`src/rtl/hilo_divider.sv`:
```
// Iterative restoring divider for DIV/DIVU: quotient to LO, remainder to HI.
// One quotient bit per cycle on magnitudes, with a final sign fix-up state.
module hilo_divider #(
  parameter int WIDTH = 32
) (
  input  logic             DIV_clk,
  input  logic             DIV_rst_n,
  input  logic             DIV_start,
  input  logic             DIV_signed,
  input  logic [WIDTH-1:0] DIV_dividend,
  input  logic [WIDTH-1:0] DIV_divisor,
  output logic [WIDTH-1:0] DIV_q,
  output logic [WIDTH-1:0] DIV_r,
  output logic             DIV_busy,
  output logic             DIV_done,
  output logic             DIV_div0
);

  localparam int CW = $clog2(WIDTH + 1);
  localparam logic [CW-1:0] LAST_STEP = CW'(WIDTH - 1);

  localparam logic [1:0] IDLE = 2'd0;
  localparam logic [1:0] CALC = 2'd1;
  localparam logic [1:0] FIX  = 2'd2;

  logic [1:0]       state_reg;
  logic [CW-1:0]    count_reg;
  logic [WIDTH-1:0] rem_reg;
  logic [WIDTH-1:0] quo_reg;
  logic [WIDTH-1:0] dvs_reg;
  logic [WIDTH-1:0] q_reg;
  logic [WIDTH-1:0] r_reg;
  logic             neg_q_reg;
  logic             neg_r_reg;
  logic             zero_reg;
  logic             done_reg;
  logic             div0_reg;

  logic             dvd_neg;
  logic             dvs_neg;
  logic [WIDTH-1:0] dvd_mag;
  logic [WIDTH-1:0] dvs_mag;
  logic [WIDTH:0]   shifted;
  logic [WIDTH:0]   trial;
  logic             take;

  assign dvd_neg = DIV_signed & DIV_dividend[WIDTH-1];
  assign dvs_neg = DIV_signed & DIV_divisor[WIDTH-1];
  assign dvd_mag = dvd_neg ? -DIV_dividend : DIV_dividend;
  assign dvs_mag = dvs_neg ? -DIV_divisor : DIV_divisor;

  // Quotient register doubles as the dividend shift register; its MSB feeds the remainder.
  assign shifted = {rem_reg, quo_reg[WIDTH-1]};
  assign trial   = shifted - {1'b0, dvs_reg};
  assign take    = ~trial[WIDTH];

  always_ff @(posedge DIV_clk or negedge DIV_rst_n) begin
    if (!DIV_rst_n) begin
      state_reg <= IDLE;
      count_reg <= '0;
      rem_reg   <= '0;
      quo_reg   <= '0;
      dvs_reg   <= '0;
      q_reg     <= '0;
      r_reg     <= '0;
      neg_q_reg <= 1'b0;
      neg_r_reg <= 1'b0;
      zero_reg  <= 1'b0;
      done_reg  <= 1'b0;
      div0_reg  <= 1'b0;
    end else begin
      done_reg <= 1'b0;
      case (state_reg)
        IDLE: begin
          if (DIV_start) begin
            div0_reg  <= 1'b0;
            count_reg <= '0;
            if (DIV_divisor == '0) begin
              // Preload the special result so FIX passes it through unchanged.
              quo_reg   <= '1;
              rem_reg   <= DIV_dividend;
              neg_q_reg <= 1'b0;
              neg_r_reg <= 1'b0;
              zero_reg  <= 1'b1;
              state_reg <= FIX;
            end else begin
              quo_reg   <= dvd_mag;
              dvs_reg   <= dvs_mag;
              rem_reg   <= '0;
              neg_q_reg <= dvd_neg ^ dvs_neg;
              neg_r_reg <= dvd_neg;
              zero_reg  <= 1'b0;
              state_reg <= CALC;
            end
          end
        end
        CALC: begin
          rem_reg   <= take ? trial[WIDTH-1:0] : shifted[WIDTH-1:0];
          quo_reg   <= {quo_reg[WIDTH-2:0], take};
          count_reg <= count_reg + CW'(1);
          if (count_reg == LAST_STEP) begin
            state_reg <= FIX;
          end
        end
        FIX: begin
          q_reg     <= neg_q_reg ? -quo_reg : quo_reg;
          r_reg     <= neg_r_reg ? -rem_reg : rem_reg;
          div0_reg  <= zero_reg;
          done_reg  <= 1'b1;
          state_reg <= IDLE;
        end
        default: begin
          state_reg <= IDLE;
        end
      endcase
    end
  end

  assign DIV_q    = q_reg;
  assign DIV_r    = r_reg;
  assign DIV_busy = (state_reg != IDLE);
  assign DIV_done = done_reg;
  assign DIV_div0 = div0_reg;

endmodule

```
`config.mk`:
```
export PLATFORM = sky130hd
export DESIGN_NAME = hilo_divider
export DESIGN_NICKNAME = d
export VERILOG_FILES = /design/src/rtl/hilo_divider.sv
export SDC_FILE = /design/constraint.sdc
export NUM_CORES = 1
export LEC_CHECK = 0
export CORE_MARGIN = 2
export CORE_UTILIZATION = 38
export CTS_CLUSTER_SIZE = 24
export DETAILED_ROUTE_END_ITERATION = 7
export PLACE_DENSITY = 0.54
export RECOVER_POWER = 25
export SLEW_MARGIN = 20
export SYNTH_ARGS = -nofsm -noshare
export SYNTH_HDL_FRONTEND = slang
export SYNTH_SLANG_ARGS = --single-unit
export TNS_END_PERCENT = 5
```
`constraint.sdc`:
```
create_clock -name DIV_clk -period 4.18 [get_ports DIV_clk]
set_clock_uncertainty 0.1 [all_clocks]
set_input_delay 0.418 -clock DIV_clk [delete_from_list [all_inputs] [get_ports DIV_clk]]
set_output_delay 0.418 -clock DIV_clk [all_outputs]
set_load 0.01 [all_outputs]
```
### Yosys cells after proc, flatten, opt, wreduce, memory -nomap -nowiden

Index checks and enable logic that the tools add are counted.

* equality and inequality tests: 5
* add/subtract/negate cells: 6
* reduce and logical (&&, ||, !) cells: 10
* bitwise logic cells: 5
* muxes and demuxes: 23

Operator list (count)
* 2-to-1 mux 32 bit: 9
* negator 32 bit: 4
* one-hot mux 32 bit (2 select lines): 2
* subtractor 33 x 32 -> 33 bit: 1
* logical NOT 32 bit: 1
* one-hot mux 6 bit (2 select lines): 1
* AND reduction 2 bit: 4
* adder 6 x 1 -> 6 bit, second input constant: 1
* == test 6 x 5 -> 1 bit, second input constant: 1
* 2-to-1 mux 2 bit: 3
* 2-to-1 mux 6 bit: 1
* nonzero test 2 bit: 3
* 2-to-1 mux 1 bit: 5
* inequality test 2 bit, second input constant: 2
* one-hot mux 2 bit (2 select lines): 1
* AND reduction 3 bit: 1
* AND 1 bit: 2
* == test 2 x 1 -> 1 bit, second input constant: 1
* == test 2 bit, second input constant: 1
* logical NOT 2 bit: 1
* NOT 1 bit: 2
* one-hot mux 1 bit (2 select lines): 1
* bitwise XOR 1 bit: 1

* word-level logic and storage cells: 61
* input port bits: 68
* output and inout bits: 67
* flip-flop bits (word level): 173

### Longest topological paths before layout

Gate-level depths: netlist of the first run.

* depth after elaboration: 5
* depth in mapped cells: 13
* gate-level depth less buffers: 12

### Worst setup path after synthesis of the first run

No wires, ideal clock.

* kind: reg2reg
* from: reg quo_reg[31]
* to: reg rem_reg[10]
* buffers on the path: 1
* data arrival time: 3084 ps
* library setup time: 77 ps
* cell stages (with the launch flop): 14
* setup slack: 918 ps
* period minus slack after synthesis: 3262 ps
* data required time: 4003 ps
* cell sequence: dfrtp_1 -> inv_1 -> ha_1 -> fa_1 -> nand2b_1 -> a21oi_1 -> o211ai_1 -> nand4bb_1 -> a21oi_1 -> or3b_2 -> nand2_1 -> buf_2 -> mux2_2 -> a21oi_1

* longest elaborated chain between the ends: 3

Ends and longest elaborated chain
* start: declaration: line 29 `logic [WIDTH-1:0] quo_reg;`
* start signal: assignment: line 87 `quo_reg <= dvd_mag;`
* start signal: assignment: line 99 `quo_reg <= {quo_reg[WIDTH-2:0], take};`
* subtractor 33 x 32 -> 33 bit: line 54 `assign trial = shifted - {1'b0, dvs_reg};`
* 2-to-1 mux 32 bit: line 98 `rem_reg <= take ? trial[WIDTH-1:0] : shifted[WIDTH-1:0];`
* one-hot mux 32 bit (2 select lines): line 73 `case (state_reg)`
* end signal: assignment: line 81 `rem_reg <= DIV_dividend;`
* end signal: assignment: line 98
* end: declaration: line 28 `logic [WIDTH-1:0] rem_reg;`

No other way between the ends.
A chain may end at the register's enable or synchronous reset.

### Worst setup path in the final report of the first run

* from: reg quo_reg[31]
* to: reg rem_reg[1]

The elaborated chain is that of the path after synthesis.

==> flow_summary.yaml, run 1 <==
floorplanning:
  die_x_um: 178.7
  die_area_um2: 31940
  rows: 63
  ios: 135
  start_util_pct: 38.83
  coreArea_um2: 29870
  die_h_um: 178.7
clock_network:
  cts_num_sinks: 173
  clk_latency_ns: 0.45
  cts_made_buffers: 17
  cts_max_level: 4
  cts_buffer_depth: 2
  post_cts_buffers: 0
  cts_root_buf: "clkbuf_16"
  cts_tree: "done"
  clkTransAtPathRegs_ns: 0.08
routing:
  viasPerCell: 5.583
  drtIter0Drc: 743
  detail-route-antenna-nets: 0
  wl_per_cell_um: 19.16
  drc: 0
  via_count: 10580
  drt-pass1-iter-count: 5
  drt_wl_total_um: 36320
grt:
  grt_pass1_wl_um: 56590
  grt_max_degree: 102
  grtUsageTotal_pct: 23.16
  antenna_found_initial: 0
  grt_pass1_vias: 9940
  overflow: 0
synth:
  async_flop_share_pct: 100.0
  synth_cells: 1383
  syn-num-nets: 1489
  synth_edf_count: 0
  synth.avg_cell_area_um2: 8.387
  ys_seq_area_share_pct: 37.32
  synth-simple-area-share_pct: 15.95
  synthFlopType: "dfrtp_1"
  yosysWarnings: 0
  synth_top_family_by_area: "compound AO/OA/AOI/OAI gates"
  synth-compound-area-share_pct: 23.91
  yosys_register_bits: 173
  yosys-mux-area-fraction_pct: 2.923
  synth_adder_area_share_pct: 4.164
  syn_area_um2: 11600
  synth_cell_types: 66
  synth-xor-area-share_pct: 11.10
critical_path:
  cp_common_cell: "a21oi_1"
  cp.required_ns: 4.43
  crit_arrival_ns: 4.02
  cp-start-kind: "flop"
  cp_max_fo: 11
  crit_type: "reg2reg"
  cpPeakStageDelay_ns: 0.51
  ff2ff_setup_slack_ns: 0.41
  setup.worst_path.end_class: "flop"
  worstPathCellList: "inv_1, ha_1, fa_1, nand2b_1, a21oi_1, o211ai_1, nand4bb_1, a21oi_1, or3b_2, nand2_1, buf_4, mux2_2, o21ai_0"
  cp_top_family: "simple AND/OR/NAND/NOR gates"
  critPathBufInv: 2
  slowest_stage: "or3b_2"
job:
  drv_cap: 1
power_and_ir_drop:
  power_w: 0.01108
  power.density_nw_per_um2: 787.2
  cellLeakagePower_nw: 5.796
  peakVddDrop_mv: 0.3864
cells_and_area:
  final_util_pct: 47.12
  diodes: 0
  syn_to_final_growth_pct: 21.37
  nNetsFinal: 1598
  fill_cells: 2952
  drive_gt1_share_pct: 7.043
timing:
  tightest_slew_ns: 1.840
  hold_viol: 0
  whs_ns: 0.3781
  min_period_ns: 3.768
  setup-tns-final_ns: 0
  max_freq_ghz: 0.2654
  setup_violations: 0
  grt_setup_unrepaired: "no"
  maxSlewHeadroom_pct: -22.67
  post-route-period-util_pct: 90.14
  finalMaxSlewViolations: 72
worst_hold_path:
  hp-class: "reg2reg"
placement:
  hpwl_um: 27310
  place_congestion: 0.8834
  io_buffer_count: 134
run_status:
  violations: "capacitance limit, slew limit"
  status: "finished, violations left"
[cell usage after synthesis (all sizes together) (25+ instances only)]
master | instances | area share [%]
o21ai | 178 | 7.7
mux2i | 26 | 2.2
xor2 | 87 | 6.6
a21oi | 118 | 5.1
o22ai | 48 | 2.6
o31ai | 25 | 1.7
nand2 | 187 | 6.1
xnor2 | 60 | 4.5
nor2 | 67 | 2.2
clkbuf | 70 | 2.3
dfrtp | 173 | 37
inv | 53 | 1.7
ha | 37 | 4.0
[per-stage QoR]
stage / instance area (µm²) / setup WS [ns] / instances
after global placement: 13470 / 0.3560 / 1862
final: 14080 / 0.4122 / 1895
after global routing: 14080 / 0.2831 / 1895
after floorplan: 11600 / 0.9184 / 1383
after detailed placement: 13470 / 0.3288 / 1862
after CTS: 14090 / 0.4766 / 1895
[path summary, 6_finish.rpt]
| path | to | startpoint | cells after the start |
|---|---|---|---|
| min | DIV_r[10] | DIV_r[10] | 2 |
| max | rem_reg[1] | quo_reg[31] | 13 |
| max reg2reg | rem_reg[1] | quo_reg[31] | 13 |
| min reg2reg | DIV_r[10] | DIV_r[10] | 2 |
| max in group asynchronous | quo_reg[22] | DIV_rst_n | 3 |
| min in group asynchronous | DIV_q[25] | DIV_rst_n | 2 |
[tightest hold or removal path, stage by stage (launching register included)]
cell,delay (ns)
dfrtp_1,0.34
nand2_1,0.05
o21ai_0,0.06
[layer usage]
metal	wire length, µm	track usage [%]	up-vias
li1	-	-	5162
met1	18070	35.07	5097
met2	15720	34.52	288
met3	2067	3.626	32
met4	456	5.217	0
met5	0	0	-
[power breakdown]
part	total, W	internal, W	switching [W]
Combinational	0.00643	0.00284	0.00359
Clock	0.00169	0.000952	0.000734
Sequential	0.00297	0.00227	0.000699
Total	0.0111	0.00606	0.00502
[area by class of cell]
class | instances | area [µm²] | area share, %
Multi-Input combinational cell | 1071 | 6756 | 47.99
Clock inverter | 11 | 130.1 | 0.9243
Inverter | 53 | 198.9 | 1.413
Tap cell | 390 | 488.0 | 3.466
Sequential cell | 173 | 4329 | 30.75
Clock buffer | 21 | 480.5 | 3.413
Timing Repair Buffer | 176 | 1695 | 12.04
[timing repair]
item | in CTS | in global routing
hold buffers | 1 | 0
hold endpoints to repair | 58 | 0
resized for setup | 0 | 0
[logic make-up (layout without fill, tap and decap cells)]
group                      Yosys count  after routing
muxes                               33             33
buffers and inverters              139            261
xor gates and xnor gates           147            147
adders and majority gates           38             38
DFF                                173            173
AOI/OAI and AO/OA                  466            466
and+or+nand+nor                    387            387
[placed cells by master (no fill, tap or decap), types with 5 or more instances in the layout]
master / Yosys / final
mux2i_1: 26 / 26
clkdlybuf4s50_1: 0 / 133
o21ai_0: 175 / 175
nor2b_1: 8 / 8
or3_1: 18 / 18
xnor2_1: 60 / 60
dfrtp_1: 173 / 173
xor2_1: 87 / 87
or4_1: 14 / 14
buf_4: 0 / 37
ha_1: 37 / 37
a211oi_1: 8 / 8
nand2_1: 187 / 186
nor3_1: 14 / 14
clkbuf_16: 0 / 17
nor2_1: 65 / 63
a21oi_1: 118 / 118
mux2_2: 7 / 7
o41ai_1: 19 / 19
or4_4: 5 / 5
nor4_1: 8 / 7
a21o_1: 19 / 19
inv_1: 53 / 53
nand4_1: 9 / 9
o21a_1: 10 / 10
nand2b_1: 13 / 13
and3_1: 16 / 16
a31oi_1: 8 / 8
nand3_1: 9 / 9
o22ai_1: 47 / 47
o31ai_1: 24 / 24
Power figures use the tool's default switching activity.
==> run 2: changes to the inputs <==
ABC_AREA = 1   (was not set)
PLACE_DENSITY = 0.53   (was 0.54)
==> run 2 against run 1 <==
Effect of this change:
- the flow still finishes with violations (capacitance limit, slew limit)
- sequential power rose by 11%
- sequential cell count unchanged
- clock power is 11% higher
- synthesized cell count up 54%
- critical path depth is 4 higher
- wire length is 25% higher
- die area rose by 18%
- critical path type unchanged
- largest cell class unchanged
- largest power group unchanged
==> flow_summary.yaml, run 2 <==
clock_network:
  cts_buffer_depth: 2
  clkTransAtPathRegs_ns: 0.07
  cts_tree: "done"
  cts_made_buffers: 17
  cts_max_level: 4
  cts_num_sinks: 173
  clk_latency_ns: 0.47
  cts_root_buf: "clkbuf_16"
synth:
  yosys_register_bits: 173
  ys_seq_area_share_pct: 31.57
  yosys-top-cells-area: "dfrtp_1 (32%), nand2_1 (17%), inv_1 (9.9%)"
  yosysWarnings: 0
  synth_edf_count: 0
  async_flop_share_pct: 100.0
  yosysTopAreaCell: "dfrtp_1"
  synth.most_common_cell: "nand2_1"
  syn-num-nets: 2229
  synthFlopType: "dfrtp_1"
  synth_cells: 2123
  synth_cell_types: 55
  yosys.area.top_type_share_pct: 31.57
  syn_area_um2: 13710
  synth.avg_cell_area_um2: 6.459
  netlist_top_cells_count: "nand2_1 (624), inv_1 (361), nor2_1 (195)"
grt:
  grt_pass1_vias: 12850
  overflow: 0
  grt_pass1_wl_um: 71830
  grt_max_degree: 111
  antenna_found_initial: 1
  grtUsageTotal_pct: 24.28
power_and_ir_drop:
  switchingPower_w: 0.007879
  seqPwrFrac_pct: 22.2
  p_int_w: 0.006986
  power_frac_comb_pct: 65.1
  power.density_nw_per_um2: 921.9
  cellLeakagePower_nw: 8.353
  swShare_pct: 53.00
  peakVddDrop_mv: 0.3947
  p_clk_share_pct: 12.7
timing:
  setup-tns-final_ns: 0
  setup_violations: 0
  tightest_slew_ns: 2.106
  min_period_ns: 2.894
  post-route-period-util_pct: 69.24
  grt_setup_unrepaired: "no"
  finalMaxSlewViolations: 78
  maxSlewHeadroom_pct: -40.43
  finalWorstSetupSlack_ns: 1.286
  hold_viol: 0
  max_freq_ghz: 0.3455
job:
  drv_cap: 1
critical_path:
  cp_top_family: "simple AND/OR/NAND/NOR gates"
  cp_common_cell: "nand2_4"
  setup.worst_path.end_class: "flop"
  cp.required_ns: 4.43
  slowest_stage: "fa_1"
  cp-start-kind: "flop"
  crit_arrival_ns: 3.14
  cpPeakStageDelay_ns: 0.43
  cp_max_fo: 26
  worstPathCellList: "inv_1, ha_1, fa_1, inv_1, nand3_2, nand2_2, nand2_2, nand2_4, nand2_4, nand2_4, nand2_4, nand2_4, nand2_2, nand2_4, nand2_1, nand3_1, a21oi_1"
  crit_type: "reg2reg"
  critPathBufInv: 2
routing:
  drc: 0
  wl_per_cell_um: 16.79
  drt-pass1-iter-count: 6
  via_count: 13520
  drt_wl_total_um: 45340
  drtIter0Drc: 952
  viasPerCell: 5.006
  detail-route-antenna-nets: 0
placement:
  preCtsSetupSlack_ns: 0.8890
  place_congestion: 0.9335
  hpwl_um: 36100
  io_buffer_count: 134
cells_and_area:
  nNetsFinal: 2332
  final_cell_mix: "nand2_1 (624), inv_1 (360), nor2_1 (195)"
  final_common_cell: "nand2_1"
  syn_to_final_growth_pct: 17.59
  drive_gt1_share_pct: 4.913
floorplanning:
  start_util_pct: 38.55
  die_h_um: 194.0
  die_area_um2: 37620
  die_x_um: 194.0
  coreArea_um2: 35570
  ios: 135
  rows: 69
worst_hold_path:
  hp-class: "reg2reg"
run_status:
  status: "finished, violations left"
  violations: "capacitance limit, slew limit"
==> run 2: final cells by class <==
cell class,instances,area [µm²]
fillers,3875,19440
clock inverters,14,229.0
clock buffers,18,439.2
flip-flops and latches,173,4329
well taps,461,576.8
inverters,375,1408
diodes,1,2.502
multi-input cells,1508,7641
repair buffers,151,1500
==> run 2: metrics by stage <==
step	power (W)	util [%]	cells	cell area (µm²)	hold slack, ns
detailed placement	0.01300	43.47	2667	15460	0.3693
CTS	0.01493	45.38	2700	16140	0.3891
finish	0.01487	45.34	2701	16130	0.3825
global placement	0.01291	43.47	2667	15460	0.3647
global route	0.01640	45.33	2700	16120	0.4068
floorplan	0.009945	-	2123	13710	0.02241
==> run 2: power groups by stage <==
stage	clock [W]	sequential [W]	combinational, W
3_5_place_dp	0	0.00332	0.00968
6_report	0.00188	0.00331	0.00968
5_1_grt	0.00198	0.00341	0.0110
4_1_cts	0.00192	0.00329	0.00972
3_3_place_gp	0	0.00331	0.00960
2_1_floorplan	0	0.00314	0.00680
==> run 2: worst register-to-register path: stages, from the launching register on <==
cell     delay [ns]
dfrtp_1        0.36
inv_1          0.17
ha_1           0.29
fa_1           0.43
inv_1          0.12
nand3_2        0.07
nand2_2        0.12
nand2_2        0.07
nand2_4        0.09
nand2_4        0.05
nand2_4        0.07
nand2_4        0.07
nand2_4        0.09
nand2_2        0.07
nand2_4        0.25
nand2_1        0.14
nand3_1        0.13
a21oi_1        0.08
==> run 2: path summary, 6_finish.rpt <==
check | startpoint | endpoint | slack (ns) | cells after the start
setup / recovery | quo_reg[31] | rem_reg[23] | 1.29 | 17
max in group asynchronous | DIV_rst_n | DIV_q[31] | 1.67 | 3
hold / removal | DIV_r[15] | DIV_r[15] | 0.38 | 2
hold reg to reg | DIV_r[15] | DIV_r[15] | 0.38 | 2
setup reg to reg | quo_reg[31] | rem_reg[23] | 1.29 | 17
min in group asynchronous | DIV_rst_n | DIV_r[10] | 1.00 | 2
==> run 2: metal layers <==
metal	part of all wire (%)	up-vias	GRT usage (%)	routed length (µm)
met3	4.5	64	2.592	2053
met2	43	381	36.56	19290
met1	50	6215	35.95	22680
met4	2.9	0	8.558	1313
li1	-	6861	-	-
met5	0	-	0	0
==> run 2: logic make-up after synthesis <==
| group | Yosys count | share of synthesized area (%) |
|---|---|---|
| AOI/OAI and AO/OA | 302 | 12.55 |
| xor gates and xnor gates | 107 | 6.834 |
| adders and majority gates | 38 | 3.522 |
| buffers and inverters | 442 | 12.71 |
| DFF | 173 | 31.57 |
| and+or+nand+nor | 1061 | 32.82 |
==> run 2: what timing repair did <==
item,in CTS,in global routing
hold buffers,1,0
gates resized for setup,0,0
endpoints found under the hold margin,76,0
setup buffers,0,0
==> run 3: changes to the inputs <==
clock period = 3 ns   (was 4.18 ns; I/O delays follow)
==> run 3 against run 2 <==
Effect of this change:
- wire length is 1.8% higher
- highest routed layer unchanged
- the flow still finishes with violations (capacitance limit, slew limit)
- maximum frequency rose by 8.3%
- sequential power up 36%
- first-iteration DRC count is 5.9% higher
- power grew 39%
- register-to-register slack worse by 0.96 ns
- count of clock-buffer cells in the layout is 4 higher
==> flow_summary.yaml, run 3 (same netlist as run 2, synthesis figures left out) <==
run_status:
  status: "finished, violations left"
  violations: "capacitance limit, slew limit"
critical_path:
  worstPathCellList: "inv_1, ha_1, fa_1, inv_1, nand3_2, nand2_2, nand2_2, nand2_4, nand2_4, nand2_4, nand2_4, nand2_4, nand2_2, nand2_4, nor2_1, nor2_1, nor2_1, nor2_1"
  cp-start-kind: "flop"
  critPathBufInv: 2
  setup.worst_path.end_class: "flop"
  crit_type: "reg2reg"
  cpPeakStageDelay_ns: 0.41
  crit_arrival_ns: 2.96
  cp_top_family: "simple AND/OR/NAND/NOR gates"
  cp.required_ns: 3.29
  cp_common_cell: "nand2_4"
  r2r_cells: 18
  startpoint: "quo_reg[31]"
  r2r-start: "quo_reg[31]"
  cp.depth: 18
  slowest_stage: "fa_1"
  cp_max_fo: 26
cells_and_area:
  final_common_cell: "nand2_1"
  nNetsFinal: 2355
  diodes: 0
  final_cell_mix: "nand2_1 (624), inv_1 (360), nor2_1 (194)"
  final_cells: 2723
  syn_to_final_growth_pct: 18.48
  drive_gt1_share_pct: 5.791
  fill_cells: 3839
floorplanning:
  coreArea_um2: 35570
  rows: 69
  die_area_um2: 37620
  die_x_um: 194.0
  start_util_pct: 38.55
  die_h_um: 194.0
  ios: 135
timing:
  finalMaxSlewViolations: 63
  grt_setup_unrepaired: "no"
  min_period_ns: 2.673
  max_freq_ghz: 0.3741
  maxSlewHeadroom_pct: -14.86
  whs_ns: 0.3804
  setup_violations: 0
  hold_viol: 0
  setup-tns-final_ns: 0
  tightest_slew_ns: 1.723
  post-route-period-util_pct: 89.09
routing:
  drtIter0Drc: 1008
  drt_wl_total_um: 46150
  detail-route-antenna-nets: 0
  drc: 0
  via_count: 13570
  drt-pass1-iter-count: 5
  viasPerCell: 4.984
  wl_per_cell_um: 16.95
worst_hold_path:
  hold_start: "DIV_q[4]"
  whs_path_depth: 2
  hp-class: "reg2reg"
placement:
  place_congestion: 0.9284
  hpwl_um: 37240
  io_buffer_count: 134
  dp_cells: 2690
power_and_ir_drop:
  peakVddDrop_mv: 0.6052
  cellLeakagePower_nw: 8.438
  power.density_nw_per_um2: 1275
grt:
  grt_pass1_wl_um: 72970
  overflow: 0
  antenna_found_initial: 0
  grtUsageTotal_pct: 24.75
  grt_pass1_vias: 12770
  grt_max_degree: 111
clock_network:
  cts_tree: "done"
  clkTransAtPathRegs_ns: 0.07
  cts_resized: 0
  cts_buffer_depth: 2
  cts_num_sinks: 173
  cts_root_buf: "clkbuf_16"
  cts_made_buffers: 17
  cts_max_level: 4
  clk_latency_ns: 0.47
job:
  drv_cap: 1
## run 3: worst register-to-register path: stages (launching register included)
cell and delay, ns:
dfrtp_1 0.36, inv_1 0.10, ha_1 0.26, fa_1 0.41
inv_1 0.10, nand3_2 0.06, nand2_2 0.12, nand2_2 0.07
nand2_4 0.08, nand2_4 0.05, nand2_4 0.07, nand2_4 0.07
nand2_4 0.10, nand2_2 0.07, nand2_4 0.26, nor2_1 0.09
nor2_1 0.10, nor2_1 0.04, nor2_1 0.10
## run 3: area by class of cell
class | instances | area, µm² | area share (%)
inverters | 375 | 1408 | 8.664
multi-input cells | 1508 | 7649 | 47.08
clock inverters | 10 | 128.9 | 0.7932
clock buffers | 22 | 474.2 | 2.919
well taps | 461 | 576.8 | 3.550
flip-flops and latches | 173 | 4329 | 26.65
repair buffers | 174 | 1682 | 10.35
## run 3: per-stage QoR
step / util (%) / setup slack, ns / power, W / area (µm²)
2_1_floorplan: - / 0.6829 / 0.01386 / 13710
3_3_place_gp: 43.99 / 0.1921 / 0.01824 / 15650
3_5_place_dp: 43.99 / 0.1169 / 0.01830 / 15650
4_1_cts: 45.72 / 0.3405 / 0.02073 / 16260
5_1_grt: 45.68 / 0.1041 / 0.02280 / 16250
6_report: 45.68 / 0.3272 / 0.02071 / 16250
## run 3: worst paths after layout
check,to,slack (ns)
max reg2reg,rem_reg[31],0.33
min reg2reg,DIV_q[4],0.38
min in group asynchronous,DIV_r[12],0.72
max,rem_reg[31],0.33
max in group asynchronous,DIV_q[15],0.86
min,DIV_q[4],0.38
## run 3: what timing repair did
| item | 4_1_cts | 5_1_grt |
|---|---|---|
| hold buffers | 1 | 0 |
| endpoints found under the hold margin | 59 | 0 |
| buffers inserted | 0 | 0 |
## run 3: routing by layer
| metal | wire, µm | GRT usage (%) | vias to the layer above |
|---|---|---|---|
| met5 | 0 | 0 | - |
| met2 | 19520 | 37.02 | 359 |
| met3 | 2018 | 2.487 | 59 |
| met4 | 1145 | 7.744 | 0 |
| met1 | 23460 | 37.32 | 6239 |
| li1 | - | - | 6915 |
## run 3: report_power, final
part	internal [W]	switching, W	total, W
clock	0.00131	0.00108	0.00239
sequential	0.00346	0.00102	0.00449
combinational	0.00492	0.00892	0.0138
total	0.00970	0.0110	0.0207
